[src/rtl/operand_fetch_pkg.sv]
// Shared types and constants for the operand fetch stage and its register file.
package operand_fetch_pkg;

    localparam int DATA_W = 16;
    localparam int NREGS  = 8;
    localparam int IDX_W  = 3;

    typedef enum logic [1:0] {
        S_IDLE = 2'd0,
        S_RD_A = 2'd1,
        S_RD_B = 2'd2,
        S_HOLD = 2'd3
    } state_t;

    localparam logic [1:0] SH_NONE = 2'b00;
    localparam logic [1:0] SH_LSL1 = 2'b01;
    localparam logic [1:0] SH_LSR1 = 2'b10;
    localparam logic [1:0] SH_ASR1 = 2'b11;

    function automatic logic [DATA_W-1:0] shift_b(input logic [1:0] code,
                                                  input logic [DATA_W-1:0] v);
        case (code)
            SH_LSL1: return {v[DATA_W-2:0], 1'b0};
            SH_LSR1: return {1'b0, v[DATA_W-1:1]};
            SH_ASR1: return {v[DATA_W-1], v[DATA_W-1:1]};
            default: return v;
        endcase
    endfunction

endpackage

[src/rtl/operand_fetch_regfile.sv]
// 8 x 16 register file: one write port, two combinational read ports with
// write-first bypass so a same-cycle write is seen by the reader.
module operand_regfile
    import operand_fetch_pkg::*;
(
    input  logic              clk,
    input  logic              rst_n,
    input  logic              wr_en,
    input  logic [IDX_W-1:0]  wr_num,
    input  logic [DATA_W-1:0] wr_data,
    input  logic [IDX_W-1:0]  rd_num_a,
    output logic [DATA_W-1:0] rd_data_a,
    input  logic [IDX_W-1:0]  rd_num_b,
    output logic [DATA_W-1:0] rd_data_b
);

    logic [DATA_W-1:0] regs [NREGS];

    // Reset wins over a write presented in the same cycle.
    always_ff @(posedge clk) begin
        if (!rst_n) begin
            for (int i = 0; i < NREGS; i++) regs[i] <= '0;
        end else if (wr_en) begin
            regs[wr_num] <= wr_data;
        end
    end

    assign rd_data_a = (wr_en && (wr_num == rd_num_a)) ? wr_data : regs[rd_num_a];
    assign rd_data_b = (wr_en && (wr_num == rd_num_b)) ? wr_data : regs[rd_num_b];

endmodule

[src/rtl/operand_fetch.sv]
// Operand fetch stage: reads A then B from the register file, applies the
// B-path shifter / immediate select and holds the pair until the ALU takes it.
//
// state  | meaning
// IDLE   | waiting for start
// RD_A   | A register loads from R[rn] on this edge
// RD_B   | B register loads from R[rm] on this edge
// HOLD   | Ain/Bin valid, waiting for out_ready
module operand_fetch
    import operand_fetch_pkg::*;
(
    input  logic              clk,
    input  logic              rst_n,
    input  logic              start,
    input  logic [IDX_W-1:0]  rn,
    input  logic [IDX_W-1:0]  rm,
    input  logic [1:0]        shift,
    input  logic              asel,
    input  logic              bsel,
    input  logic [DATA_W-1:0] imm,
    input  logic              wr_en,
    input  logic [IDX_W-1:0]  wr_num,
    input  logic [DATA_W-1:0] wr_data,
    input  logic              out_ready,
    output logic [DATA_W-1:0] Ain,
    output logic [DATA_W-1:0] Bin,
    output logic              out_valid,
    output logic              busy
);

    state_t state, state_nxt;
    logic   accept;

    logic [IDX_W-1:0]  rn_l, rm_l;
    logic [1:0]        shift_l;
    logic              asel_l, bsel_l;
    logic [DATA_W-1:0] imm_l;
    logic [DATA_W-1:0] a_q, b_q;
    logic [DATA_W-1:0] rd_a, rd_b;

    operand_regfile u_regfile (
        .clk       (clk),
        .rst_n     (rst_n),
        .wr_en     (wr_en),
        .wr_num    (wr_num),
        .wr_data   (wr_data),
        .rd_num_a  (rn_l),
        .rd_data_a (rd_a),
        .rd_num_b  (rm_l),
        .rd_data_b (rd_b)
    );

    always_ff @(posedge clk) begin
        if (!rst_n) state <= S_IDLE;
        else        state <= state_nxt;
    end

    always_comb begin
        state_nxt = state;
        accept    = 1'b0;
        out_valid = 1'b0;
        busy      = 1'b1;
        case (state)
            S_IDLE: begin
                busy = 1'b0;
                if (start) begin
                    accept    = 1'b1;
                    state_nxt = S_RD_A;
                end
            end
            S_RD_A: state_nxt = S_RD_B;
            S_RD_B: state_nxt = S_HOLD;
            S_HOLD: begin
                out_valid = 1'b1;
                if (out_ready) begin
                    accept    = start;
                    state_nxt = start ? S_RD_A : S_IDLE;
                end
            end
            default: state_nxt = S_IDLE;
        endcase
    end

    // Controls are captured once per transaction so later input churn is ignored.
    always_ff @(posedge clk) begin
        if (!rst_n) begin
            rn_l    <= '0;
            rm_l    <= '0;
            shift_l <= SH_NONE;
            asel_l  <= 1'b0;
            bsel_l  <= 1'b0;
            imm_l   <= '0;
        end else if (accept) begin
            rn_l    <= rn;
            rm_l    <= rm;
            shift_l <= shift;
            asel_l  <= asel;
            bsel_l  <= bsel;
            imm_l   <= imm;
        end
    end

    always_ff @(posedge clk) begin
        if (!rst_n) begin
            a_q <= '0;
            b_q <= '0;
        end else begin
            if (state == S_RD_A) a_q <= rd_a;
            if (state == S_RD_B) b_q <= rd_b;
        end
    end

    assign Ain = asel_l ? '0 : a_q;
    assign Bin = bsel_l ? imm_l : shift_b(shift_l, b_q);

endmodule

[config.mk]
export PLATFORM = sky130hd
export DESIGN_NAME = operand_fetch
export DESIGN_NICKNAME = d
export VERILOG_FILES = /design/src/rtl/operand_fetch_pkg.sv /design/src/rtl/operand_fetch_regfile.sv /design/src/rtl/operand_fetch.sv
export SDC_FILE = /design/constraint.sdc
export NUM_CORES = 1
export LEC_CHECK = 0
export ABC_AREA = 1
export BUFFER_PORTS_ARGS = -buffer_cell sky130_fd_sc_hd__buf_2
export CAP_MARGIN = 20
export CORE_UTILIZATION = 45
export DETAILED_ROUTE_END_ITERATION = 6
export PLACE_DENSITY_LB_ADDON = 0.05
export SETUP_SLACK_MARGIN = 0.3
export SYNTH_ARGS = -nofsm -noshare
export SYNTH_HDL_FRONTEND = slang
export SYNTH_SLANG_ARGS = --single-unit
[constraint.sdc]
create_clock -name clk -period 2.48 [get_ports clk]
set_clock_uncertainty 0.2 [all_clocks]
set_input_delay 0.62 -clock clk [delete_from_list [all_inputs] [get_ports clk]]
set_output_delay 0.62 -clock clk [all_outputs]
set_load 0.03 [all_outputs]
Word level (Yosys, flattened, before mapping):

Memories as Yosys holds them, arrays and structs flattened. A register that Yosys moved wholly into a read port is not among the register bits.
Cells that the tools add are included.

* bitwise logic cells: 0
* magnitude comparators: 0
* multiplexer cells: 19
* shift operators: 0
* $add $sub $neg: 0
* divide/modulo/power cells: 0
* multipliers: 0
* reductions and logical operators: 5
* eq/ne operators: 8

Operator list (count)
* 2-to-1 mux 16 bit: 3
* one-hot mux 16 bit (3 select lines): 1
* OR reduction 16 bit: 1
* 2-to-1 mux 1 bit: 10
* equality test 2 bit (second input constant): 4
* one-hot mux 2 bit (4 select lines): 1
* equality test 2 x 1 -> 1 bit (second input constant): 2
* 2-to-1 mux 2 bit: 2
* != test 2 bit (second input constant): 2
* 2-to-1 mux 3 bit: 1
* logical NOT 1 bit: 2
* logical NOT 2 bit: 1
* one-hot mux 1 bit (2 select lines): 1
* AND reduction 2 bit: 1

* bits of input ports: 50
* bits in registers: 28
* memories: 1
* memory bits (writable): 128
* word-level logic and storage cells: 40
* bits in read-only memories: 0
* bits in latches: 0
* output and inout bits: 34

Memory list
* u_regfile.regs: words 8, bits a word 16, rd ports 2, clocked after Yosys merged registers in 2, wr ports 8, RTL line operand_fetch_regfile.sv:17 `logic [DATA_W-1:0] regs [NREGS];`

Depth between registers and ports, before layout:

* depth after elaboration: 5
* gate-level depth with buffers: 10
* mapped depth without buffers: 9

Hierarchy:

A second synthesis with hierarchy kept.

* cell total of the unflattened synthesis: 1462
* area, all modules: 10635.2 um^2

Modules (own cells, without submodules)
* operand_regfile: area each 7772.5 um^2, sequential area each 3843.7 um^2, instances 1, cells an instance 1057
* operand_fetch: area each 2862.7 um^2, sequential area each 1201.2 um^2, instances 1, cells an instance 405

Worst setup path before layout:

No wires, ideal clock.

* path type: input to register
* start: input port rst_n
* end: memory u_regfile.regs[0][0] (enable)
* stages: 6
* library setup time: 0.372 ns
* required time: 1.908 ns
* path buffers: 2
* data arrival time: 1.757 ns
* slack: 0.151 ns
* path through: buf_4 nand2_2 nor2_1 nand2_1 clkbuf_1 nand2_1

RTL lines
* start: declaration: RTL line operand_fetch.sv:13 `input logic rst_n,`
* end: declaration: RTL line operand_fetch_regfile.sv:17

Worst setup path in the final report:

* start: register shift_l[0]
* end: output port Bin[12]

* longest elaborated chain between the ends: 3
* elaborated cells on any way between the ends: 5
* classes of those cells: 3 x eq/ne; 2 x mux

Ends and longest elaborated chain
* start: declaration: RTL line operand_fetch.sv:35 `logic [1:0] shift_l;`
* start signal: assignment: RTL line operand_fetch.sv:96 `shift_l <= shift;`
* equality test 2 bit / equality test 2 x 1 -> 1 bit (equally long branches): RTL line operand_fetch_pkg.sv:22 `case (code)`
* one-hot mux 16 bit (3 select lines) (*): RTL line operand_fetch_pkg.sv:22
* 2-to-1 mux 16 bit (*): RTL line operand_fetch.sv:114 `assign Bin = bsel_l ? imm_l : shift_b(shift_l, b_q);`
* end: declaration: RTL line operand_fetch.sv:26 `output logic [DATA_W-1:0] Bin,`

Every way passes the cells marked *; elsewhere a longest branch is shown, timed or not.

==> flow_summary.yaml <==
critical_path:
  cp.required_ns: 1.66
  path_cells: "nor2_4 > inv_4 > o21ai_0 > o22ai_1 > inv_1 > buf_6"
  start_kind: "flip-flop"
  worst-r2r-cell-count: 9
  arrival_ns: 1.54
  cp_num_buf_inv: 3
  reg2reg_from: "state[0]"
  crit_slowest_cell: "dfxtp_4"
  criticalPathCategory: "flip-flop to primary output"
  worstSetupStartpoint: "shift_l[0]"
  cp-end-kind: "primary output"
  crit_family: "flip-flops"
  worst_path_largest_cell_delay_ns: 0.38
  worst-r2r-setup-slack_ns: 0.61
  reg2reg_to: "imm_l[0]"
  worstPathMaxFanout: 13
cts:
  clk_latency_ns: 0.43
  cts.clk_slew.worst_paths_ns: 0.08
  cts_sinks: 188
  root_buffer: "clkbuf_16"
  cts_tree: "done"
  tritoncts.num_buffers: 17
  h-tree-depth: 4
  cts_buffer_depth: 2
  hold_buffers: 0
cells_and_area:
  drive_gt1_frac: 0.157
  finalNonFillerCells: 1647
  final_common_cell: "nor2_1"
  nNetsFinal: 1409
  fill_cells: 2091
  syn_to_final_growth_pct: 17.1
  final_cell_mix: "nor2_1 (236), nand2_1 (166), nand3_1 (143)"
  antenna_cells: 0
pwr:
  ir_drop_uv: 584
  p_int_mw: 7.45
  total_power_mw: 13.2
  seq_power_share: 0.326
  sw_frac_of_total: 0.434
  power_density_nw_per_um2: 1120
  pwr-share-clk: 0.222
  p_leak_nw: 4.94
  p_sw_mw: 5.71
  power_frac_comb: 0.452
grt:
  grt_max_degree: 69
  antenna_found_initial: 0
  grtUsageTotal: 0.273
  grt_overflow: 0
  grt_pass1_vias: 8022
  grt_pass1_wl_um: 46700
route:
  ant_nets: 0
  wirelength_um: 30900
  route.vias.total: 9077
  dr.pass1.iters: 6
  avgRoutedWirePerCell_um: 18.7
  viasPerCell: 5.51
  drc: 0
  drtIter0Drc: 854
synth:
  synthDistinctLibCells: 28
  ys_seq_area_frac: 0.503
  synth_top_area_frac: 0.383
  ys_top_cells_by_area: "edfxtp_1 (38%), dfxtp_1 (12%), nor2_1 (8.9%)"
  netlist_instances: 1280
  yosysWarnings: 0
  yosys.area.top_type: "edfxtp_1"
  syn_area_per_cell_um2: 7.84
  netlist_area_um2: 10000
  syn-num-nets: 1335
  synth-seq-cells: 188
sta:
  slew_viol_final: 0
  rsz0062_at_grt: "true"
  fmax_mhz: 424
  slew_headroom: 0.603
  tns_ns: 0
  finalCritPeriodShare: 0.951
  tightestPinTransition_ns: 0.595
  final_hold_viol_count: 0
  setup_viol: 0
  min_period_ns: 2.36
floorplanning:
  ios: 84
  core-area_um2: 21800
  die_height_um: 151
  floorplan.initialDensity: 0.460
  die_w_um: 151
  fp.dieArea_um2: 22900
  num_rows: 54
placement:
  numPortBuffers: 83
  dpl.hpwl_um: 21700
  dpl.cell_count: 1610
  gp_congestion: 0.933
min_path:
  hold_path.startpoint: "imm[10]"
  holdPathStages: 3
  hp-class: "primary input to flip-flop"
  holdPathEnd: "imm_l[10]"
run:
  drv_cap: 0
run_status:
  status: "finished, final reports clean"
## power by group through the flow
stage,logic [mW],registers [mW],clock network [mW]
detailed placement,5.41,4.31,0
CTS,5.76,4.26,2.96
global route,6.51,4.35,3.09
global placement,5.39,4.30,0
floorplan,3.98,4.10,0
finish,5.95,4.29,2.92
## synth_stat cells
master and instances:
a21oi_1 77, a21oi_2 4, a21oi_4 1, a22oi_1 1, buf_2 20, buf_4 5
buf_6 3, clkbuf_1 57, clkinv_1 19, dfxtp_1 60, edfxtp_1 128, ha_1 5
inv_1 127, inv_2 3, inv_4 1, nand2_1 167, nand2_2 3, nand2_4 1
nand3_1 144, nor2_1 237, nor2_4 2, nor2_8 1, o211ai_1 44, o21ai_0 139
o21ai_1 4, o21ai_2 2, o221ai_1 1, o22ai_1 24
## repair_timing
action | in CTS | in global routing
setup buffers | 3 | 1
pin swaps | 4 | 4
gates cloned | 0 | 1
hold endpoints to repair | 0 | 0
setup endpoints to repair | 17 | 26
gates resized for setup | 58 | 24
## tightest hold or removal path, stage by stage
cell     delay, ns
buf_2         0.07
o21ai_0       0.07
nor2_1        0.07
## routing by layer
layer | part of all wire | track usage | vias up
li1 | - | - | 4429
met1 | 0.47 | 0.405 | 4252
met2 | 0.44 | 0.408 | 357
met3 | 0.075 | 0.0476 | 39
met4 | 0.013 | 0.0670 | 0
met5 | 0 | 0 | -
## flip-flops by register name, summed over array words and instances (netlist names)
signal,cells
u_regfile.regs,128
bsel_l,1
shift_l,2
b_q,16
rm_l,3
a_q,16
rn_l,3
imm_l,16
state,2
asel_l,1
## area by class of cell
cell class | instances | area [um2] | area share
Clock buffer | 18 | 429 | 0.0365
Clock inverter | 14 | 204 | 0.0173
Inverter | 150 | 576 | 0.0490
Multi-Input combinational cell | 857 | 4120 | 0.350
Sequential cell | 188 | 5070 | 0.431
Tap cell | 280 | 350 | 0.0298
Timing Repair Buffer | 140 | 1010 | 0.0861
## per-stage QoR
step,hold WS [ns],setup slack [ns],instance area (um2),utilization
after floorplan,0.245,0.151,10000,-
after global placement,0.262,0.340,10800,0.497
after detailed placement,0.261,0.311,10800,0.497
after CTS,0.217,0.138,11700,0.534
after global routing,0.229,0.0439,11800,0.539
final,0.230,0.122,11800,0.539
## how the worst max path moves through the flow
stage | to | slack [ns] | cells past startpoint
floorplan | u_regfile.regs[0][0] | 0.15 | 6
CTS | Bin[2] | 0.14 | 7
global route | Bin[4] | 0.04 | 6
detailed placement | Bin[7] | 0.31 | 6
finish | Bin[12] | 0.12 | 6
global placement | Bin[10] | 0.34 | 6
## cells by family (layout without fill, tap and decap cells)
logic type,count (synthesis),in the layout,synth area share
buffers and inverters,235,322,0.0948
AND/OR/NAND/NOR,555,555,0.230
AO/OA/AOI/OAI,297,297,0.166
adder cells (fa/ha/maj),5,5,0.00623
flip-flops,188,188,0.503
(Power assumes the default switching activity.)
